**src/rtl/mc_datapath.sv**
```systemverilog
// mc_datapath: multicycle ARM-style datapath (PC, IR, A/B/Data/ALUOut, 15-entry register file, split-enable flags).
// Optional B-path shifter enabled by defining MC_DP_SHIFT_EN.
module mc_datapath #(
   parameter int               WIDTH    = 32,
   parameter logic [WIDTH-1:0] PC_RESET = '0
) (
   input  logic             clk,
   input  logic             reset,
   input  logic             Stall,
   input  logic             PCWrite,
   input  logic             AdrSrc,
   input  logic             IRWrite,
   input  logic [1:0]       RegSrc,
   input  logic             RegWrite,
   input  logic [1:0]       ImmSrc,
   input  logic             ALUSrcA,
   input  logic [1:0]       ALUSrcB,
   input  logic [2:0]       ALUControl,
   input  logic [1:0]       ResultSrc,
   input  logic [1:0]       FlagWrite,
   output logic [WIDTH-1:0] Adr,
   output logic [WIDTH-1:0] WriteData,
   input  logic [WIDTH-1:0] ReadData,
   output logic [31:0]      Instr,
   output logic [3:0]       ALUFlags,
   output logic [3:0]       Flags
);
   logic [WIDTH-1:0] r_pc, r_a, r_b, r_data, r_aluout;
   logic [31:0]      r_ir;
   logic [3:0]       r_flags;
   logic [WIDTH-1:0] r_rf [0:14];
   logic [3:0]       w_ra1, w_ra2;
   logic [WIDTH-1:0] w_pc4, w_rd1, w_rd2, w_ext, w_shb, w_srca, w_srcb, w_res, w_result;
   logic [WIDTH:0]   w_sum, w_diff;
   logic             w_c, w_v;

   assign w_ra1 = RegSrc[0] ? 4'd15 : r_ir[19:16];
   assign w_ra2 = RegSrc[1] ? r_ir[15:12] : r_ir[3:0];
   // R15 reads as PC+4: the PC already points one instruction ahead, giving architectural PC+8
   assign w_pc4 = r_pc + WIDTH'(4);
   assign w_rd1 = (w_ra1 == 4'd15) ? w_pc4 : r_rf[w_ra1];
   assign w_rd2 = (w_ra2 == 4'd15) ? w_pc4 : r_rf[w_ra2];

   assign w_ext = (ImmSrc == 2'b00) ? {{(WIDTH-8){1'b0}}, r_ir[7:0]} :
                  (ImmSrc == 2'b01) ? {{(WIDTH-12){1'b0}}, r_ir[11:0]} :
                  (ImmSrc == 2'b10) ? {{(WIDTH-26){r_ir[23]}}, r_ir[23:0], 2'b00} : '0;

`ifdef MC_DP_SHIFT_EN
   logic [4:0] w_shamt;
   assign w_shamt = r_ir[11:7];
   assign w_shb = (w_shamt == 5'd0)    ? r_b :
                  (r_ir[6:5] == 2'b00) ? r_b << w_shamt :
                  (r_ir[6:5] == 2'b01) ? r_b >> w_shamt :
                  (r_ir[6:5] == 2'b10) ? WIDTH'($signed(r_b) >>> w_shamt) :
                  (r_b >> w_shamt) | (r_b << (WIDTH - int'(w_shamt)));
`else
   assign w_shb = r_b;
`endif

   assign w_srca = ALUSrcA ? r_pc : r_a;
   assign w_srcb = (ALUSrcB == 2'b00) ? w_shb :
                   (ALUSrcB == 2'b01) ? w_ext :
                   (ALUSrcB == 2'b10) ? WIDTH'(4) : '0;

   // carry and not-borrow both come out of the extra top bit
   assign w_sum  = {1'b0, w_srca} + {1'b0, w_srcb};
   assign w_diff = {1'b0, w_srca} + {1'b0, ~w_srcb} + (WIDTH+1)'(1);
   assign w_res  = (ALUControl == 3'd0) ? w_sum[WIDTH-1:0] :
                   (ALUControl == 3'd1) ? w_diff[WIDTH-1:0] :
                   (ALUControl == 3'd2) ? (w_srca & w_srcb) :
                   (ALUControl == 3'd3) ? (w_srca | w_srcb) :
                   (ALUControl == 3'd4) ? (w_srca ^ w_srcb) :
                   (ALUControl == 3'd5) ? w_srcb : '0;
   assign w_c = (ALUControl == 3'd0) ? w_sum[WIDTH] :
                (ALUControl == 3'd1) ? w_diff[WIDTH] : 1'b0;
   assign w_v = (ALUControl == 3'd0) ? ((w_srca[WIDTH-1] == w_srcb[WIDTH-1]) && (w_res[WIDTH-1] != w_srca[WIDTH-1])) :
                (ALUControl == 3'd1) ? ((w_srca[WIDTH-1] != w_srcb[WIDTH-1]) && (w_res[WIDTH-1] != w_srca[WIDTH-1])) : 1'b0;
   assign ALUFlags = {w_res[WIDTH-1], w_res == '0, w_c, w_v};

   assign w_result  = (ResultSrc == 2'b01) ? r_data :
                      (ResultSrc == 2'b10) ? w_res : r_aluout;
   assign Adr       = AdrSrc ? w_result : r_pc;
   assign WriteData = r_b;
   assign Instr     = r_ir;
   assign Flags     = r_flags;

   // all architectural and step state; reset wins over stall, stall freezes everything
   always_ff @(posedge clk) begin
      if (!reset) begin
         r_pc     <= PC_RESET;
         r_ir     <= '0;
         r_a      <= '0;
         r_b      <= '0;
         r_data   <= '0;
         r_aluout <= '0;
         r_flags  <= '0;
         for (int i = 0; i < 15; i++) r_rf[i] <= '0;
      end else if (!Stall) begin
         r_a      <= w_rd1;
         r_b      <= w_rd2;
         r_data   <= ReadData;
         r_aluout <= w_res;
         if (IRWrite) r_ir <= ReadData[31:0];
         if (PCWrite) r_pc <= w_result;
         if (RegWrite && r_ir[15:12] != 4'd15) r_rf[r_ir[15:12]] <= w_result;
         if (FlagWrite[1]) r_flags[3:2] <= ALUFlags[3:2];
         if (FlagWrite[0]) r_flags[1:0] <= ALUFlags[1:0];
      end
   end
endmodule
```
**config.mk**
```make
export PLATFORM = sky130hd
export DESIGN_NAME = mc_datapath
export DESIGN_NICKNAME = d
export VERILOG_FILES = /design/src/rtl/mc_datapath.sv
export SDC_FILE = /design/constraint.sdc
export NUM_CORES = 2
export LEC_CHECK = 0
export CAP_MARGIN = 25
export CELL_PAD_IN_SITES_DETAIL_PLACEMENT = 1
export CELL_PAD_IN_SITES_GLOBAL_PLACEMENT = 1
export CORE_ASPECT_RATIO = 2
export CORE_MARGIN = 8
export CORE_UTILIZATION = 48
export CTS_BUF_LIST = sky130_fd_sc_hd__clkbuf_16
export CTS_CLUSTER_DIAMETER = 150
export DETAILED_ROUTE_END_ITERATION = 16
export MAX_ROUTING_LAYER = met4
export PLACE_DENSITY_LB_ADDON = 0.08
export SLEW_MARGIN = 30
export SYNTH_ARGS = -nofsm -noshare
export SYNTH_HDL_FRONTEND = slang
export SYNTH_SLANG_ARGS = --single-unit
```
**constraint.sdc**
```tcl
create_clock -name clk -period 7.36 [get_ports clk]
set_input_delay 1.472 -clock clk [delete_from_list [all_inputs] [get_ports clk]]
set_output_delay 1.472 -clock clk [all_outputs]
set_load 0.1 [all_outputs]
```
==> run_results.csv <==
group,metric,value,unit
job,timing.max_cap.violations,0,
power,ir_worst_vdd,235,µV
synthesis,yosysMostFrequentCell,"nand2_1",
layout,seq_area,19300,µm²
synthesis,synth_ff_type,"edfxtp_1",
sta,drv_slew,0,
layout,syn_to_final_growth,27.0,%
setup_path,cp.required,5890,ps
sta,holdWs,461,ps
layout,layout.cells.non_filler,6719,
worst_hold_path,min_from,"Instr[28]",
sta,max_freq,0.127,GHz
die,ioPinCount,157,
setup_path,r2r-end,"Flags[2]",
synthesis,synth-edff-count,512,
setup_path,crit_family,"simple AND/OR/NAND/NOR gates",
place,gp_congestion,1.12,
place,dpl.hpwl,157,mm
detailed_routing,drt_first_iter_violations,5086,
place,place_inst,6509,
power,power,11.8,mW
detailed_routing,drc,0,
detailed_routing,drtAntennaViolNets,0,
global_routing,grt_overflow_total,0,
synthesis,ys_top_cells_by_area,"edfxtp_1 36%, dfxtp_1 9.1%, nand2_1 7.2%",
layout,drive_gt1_share,22.7,%
layout,nets,5627,
sta,finalClockSkew,54.7,ps
die,die_h,439,µm
worst_hold_path,min_delay_worst_endpoint,"Instr[28]",
synthesis,yosysWarnings,0,
worst_hold_path,hp-class,"flop to flop",
detailed_routing,post_drt_wl_per_cell,34.6,µm
setup_path,rrSetupSlack,2100,ps
global_routing,grt_first_pass_wirelength,325,mm
setup_path,critPathBufInv,6,
detailed_routing,num_vias,45500,
setup_path,worstPathCellList,"buf_12, buf_8, nand2_1, o221ai_1, o21a_1, nor2b_4, ha_4, buf_4, nor3b_4, o21ai_4, buf_6, o311ai_4, buf_4, nor3_1, o32ai_4, nand3_2, nor3_4, nand4_1, or4_4, nor3_4, buf_12",
synthesis,ys_seq_elements,708,
setup_path,crit_path_end_kind,"output pin",
synthesis,synthCells,4943,
setup_path,path_max_fanout,8,
global_routing,grt.total_usage,46.6,%
cts,cts_num_sinks,708,
die,die_area,100000,µm²
synthesis,syn_area_per_cell,8.69,µm²
cts,cts_hold_buf,0,
global_routing,antenna_found_initial,18,
setup_path,cp_slowest_cell,"or4_4",
power,p_leak,21.0,nW
synthesis,netlist-cell-type-count,107,
worst_hold_path,whs_path_depth,2,
sta,min_period,7860,ps
cts,clk_latency,720,ps
global_routing,grt_max_degree,138,
cts,htreeDepth,3,
sta,tightest_slew,1140,ps
layout,post-route-util,61.3,%
global_routing,grt_pass1_vias,47800,
cts,cts_inserted_buffers,67,
sta,maxSlewHeadroom,24.1,%
sta,period_share,107,%
setup_path,reg2reg_depth,18,
synthesis,synthArstFlopShare,0,%
die,die_x,228,µm
die,start_util,48.3,%
setup_path,critPathKind,"primary input to output pin",
run_status,status,"finished, violations left",
synthesis,synth_area,43000,µm²
setup_path,r2r-start,"Instr[1]",
sta,hold_violations,0,
die,rows,155,
detailed_routing,drtPass1Iterations,6,
sta,setup_ws,-499,ps
setup_path,arrival,6390,ps
sta,grt_setup_unrepaired,"yes",
place,io_buffers,156,
run_status,violations,"setup timing",
setup_path,startpoint_type,"primary input",
power,powerDensity,217,nW/µm²
synthesis,synth.largest_area_cell,"edfxtp_1",
layout,fillers,10000,
cts,clk_pin_slew,70,ps
cts,clockBufferDepth,3,
setup_path,max_stage_delay,760,ps
synthesis,synth_top_area_share,35.8,%
synthesis,synthTopCellsByCount,"829 x nand2_1, 775 x nor2_1, 512 x edfxtp_1",
die,core_region_area,89000,µm²
synthesis,yosysSeqAreaShare,44.9,%
cts,cts_tree,"done",
sta,setup_viol,3,
detailed_routing,drt-total-wl,232,mm
cts,cts_root_buf,"clkbuf_16",
layout,multiInputGateArea,23200,µm²
detailed_routing,viasPerCell,6.77,
## metal layers
layer,part of all wire [%],global-route usage (%),vias to the layer above
met4,13,48.6,0
met2,47,74.6,3063
met3,9.2,11.9,1570
li1,-,-,18700
met5,0,-,-
met1,30,43.5,22200
## power breakdown
group / switching, mW / total [mW] / internal, mW / leakage, nW
Sequential: 0.197 / 4.66 / 4.46 / 6.91
Clock: 1.66 / 3.57 / 1.91 / 1.12
Combinational: 2.32 / 3.61 / 1.30 / 13.0
Total: 4.17 / 11.8 / 7.67 / 21.0
## worst reg2reg max path: stages, from the launching register on
cell,delay [ps]
dfxtp_1,670
nand2_1,170
o221ai_1,190
o21a_1,280
nor2b_4,240
ha_4,240
buf_4,140
nor3b_4,360
o21ai_4,120
buf_6,140
o311ai_4,70
buf_4,170
nor3_1,90
o32ai_4,290
nand3_2,160
nor3_4,340
nand4_1,620
or4_4,770
o21ai_1,150
## cell families (layout without fill, tap and decap cells)
logic type | count (synthesis) | in the layout | synth area share, %
AND/OR/NAND/NOR | 2103 | 2103 | 20.8
flip-flops | 708 | 708 | 44.9
other | 1 | 50 | 0.00873
multiplexers | 348 | 348 | 8.45
adder cells (fa/ha/maj) | 98 | 98 | 2.89
AO/OA/AOI/OAI | 1048 | 1048 | 16.8
XOR/XNOR | 37 | 37 | 0.754
buffers and inverters | 600 | 1150 | 5.44
## cell usage in the layout (no fill, tap or decap), types with 25 or more instances in the layout
cell | synthesis | routed
nand2_1 | 829 | 794
nor2_1 | 775 | 758
buf_4 | 6 | 655
edfxtp_1 | 512 | 512
a21oi_1 | 241 | 222
mux2i_1 | 240 | 212
dfxtp_1 | 196 | 191
nand3_1 | 189 | 182
inv_1 | 160 | 168
o21ai_0 | 167 | 158
a311oi_1 | 127 | 127
clkdlybuf4s50_1 | 0 | 111
mux2_2 | 105 | 101
a211oi_1 | 98 | 93
ha_1 | 96 | 72
clkbuf_16 | 0 | 71
and3_1 | 71 | 70
buf_12 | 0 | 64
a31oi_1 | 57 | 53
o22ai_1 | 54 | 50
o221ai_1 | 70 | 48
nor3_1 | 58 | 46
xnor2_1 | 33 | 33
conb_1 | 1 | 32
a22oi_1 | 33 | 31
nor2b_1 | 39 | 30
nand2b_1 | 33 | 29
nand2_2 | 1 | 25
## stage by stage
step | cell area, µm² | setup TNS [ps] | setup WS [ps]
after floorplan | 43200 | -70.7 | -70.7
after global placement | 50200 | -16310 | -2120
after detailed placement | 50200 | -16940 | -1760
after CTS | 53700 | -38.0 | -38.0
after global routing | 54600 | -607 | -461
final | 54600 | -532 | -499
## timing repair
item                                    CTS  global route
endpoints found under the setup margin   29            14
pin swaps                                53            65
resized for setup                       187           137
buffers inserted                         49            28
gates cloned                              2             1
## state kept, by name, indices dropped and copies added, names as in the netlist
signal,flops
Flags,4
Instr,32
r_pc,32
WriteData,32
r_rf,512
r_aluout,32
r_a,32
r_data,32
## area by class of cell
class / count / share of cell area [%]
multi-input combinational: 3666 / 42.6
inverter: 167 / 1.18
clock buffer: 70 / 3.21
antenna: 18 / 0.0825
timing repair buffer: 866 / 14.2
sequential: 708 / 35.4
tap: 1177 / 2.70
clock inverter: 47 / 0.713
## worst max path at each step
| stage | start | endpoint | slack, ps | depth (start not counted) |
|---|---|---|---|---|
| floorplan | ALUSrcB[0] | Adr[22] | -70 | 20 |
| global route | ImmSrc[1] | ALUFlags[2] | -460 | 24 |
| finish | ImmSrc[1] | ALUFlags[2] | -500 | 21 |
| detailed placement | ImmSrc[1] | ALUFlags[2] | -1760 | 19 |
| global placement | ImmSrc[1] | ALUFlags[2] | -2120 | 19 |
| CTS | ALUSrcA | ALUFlags[2] | -40 | 21 |
Power figures use the tool's default switching activity.
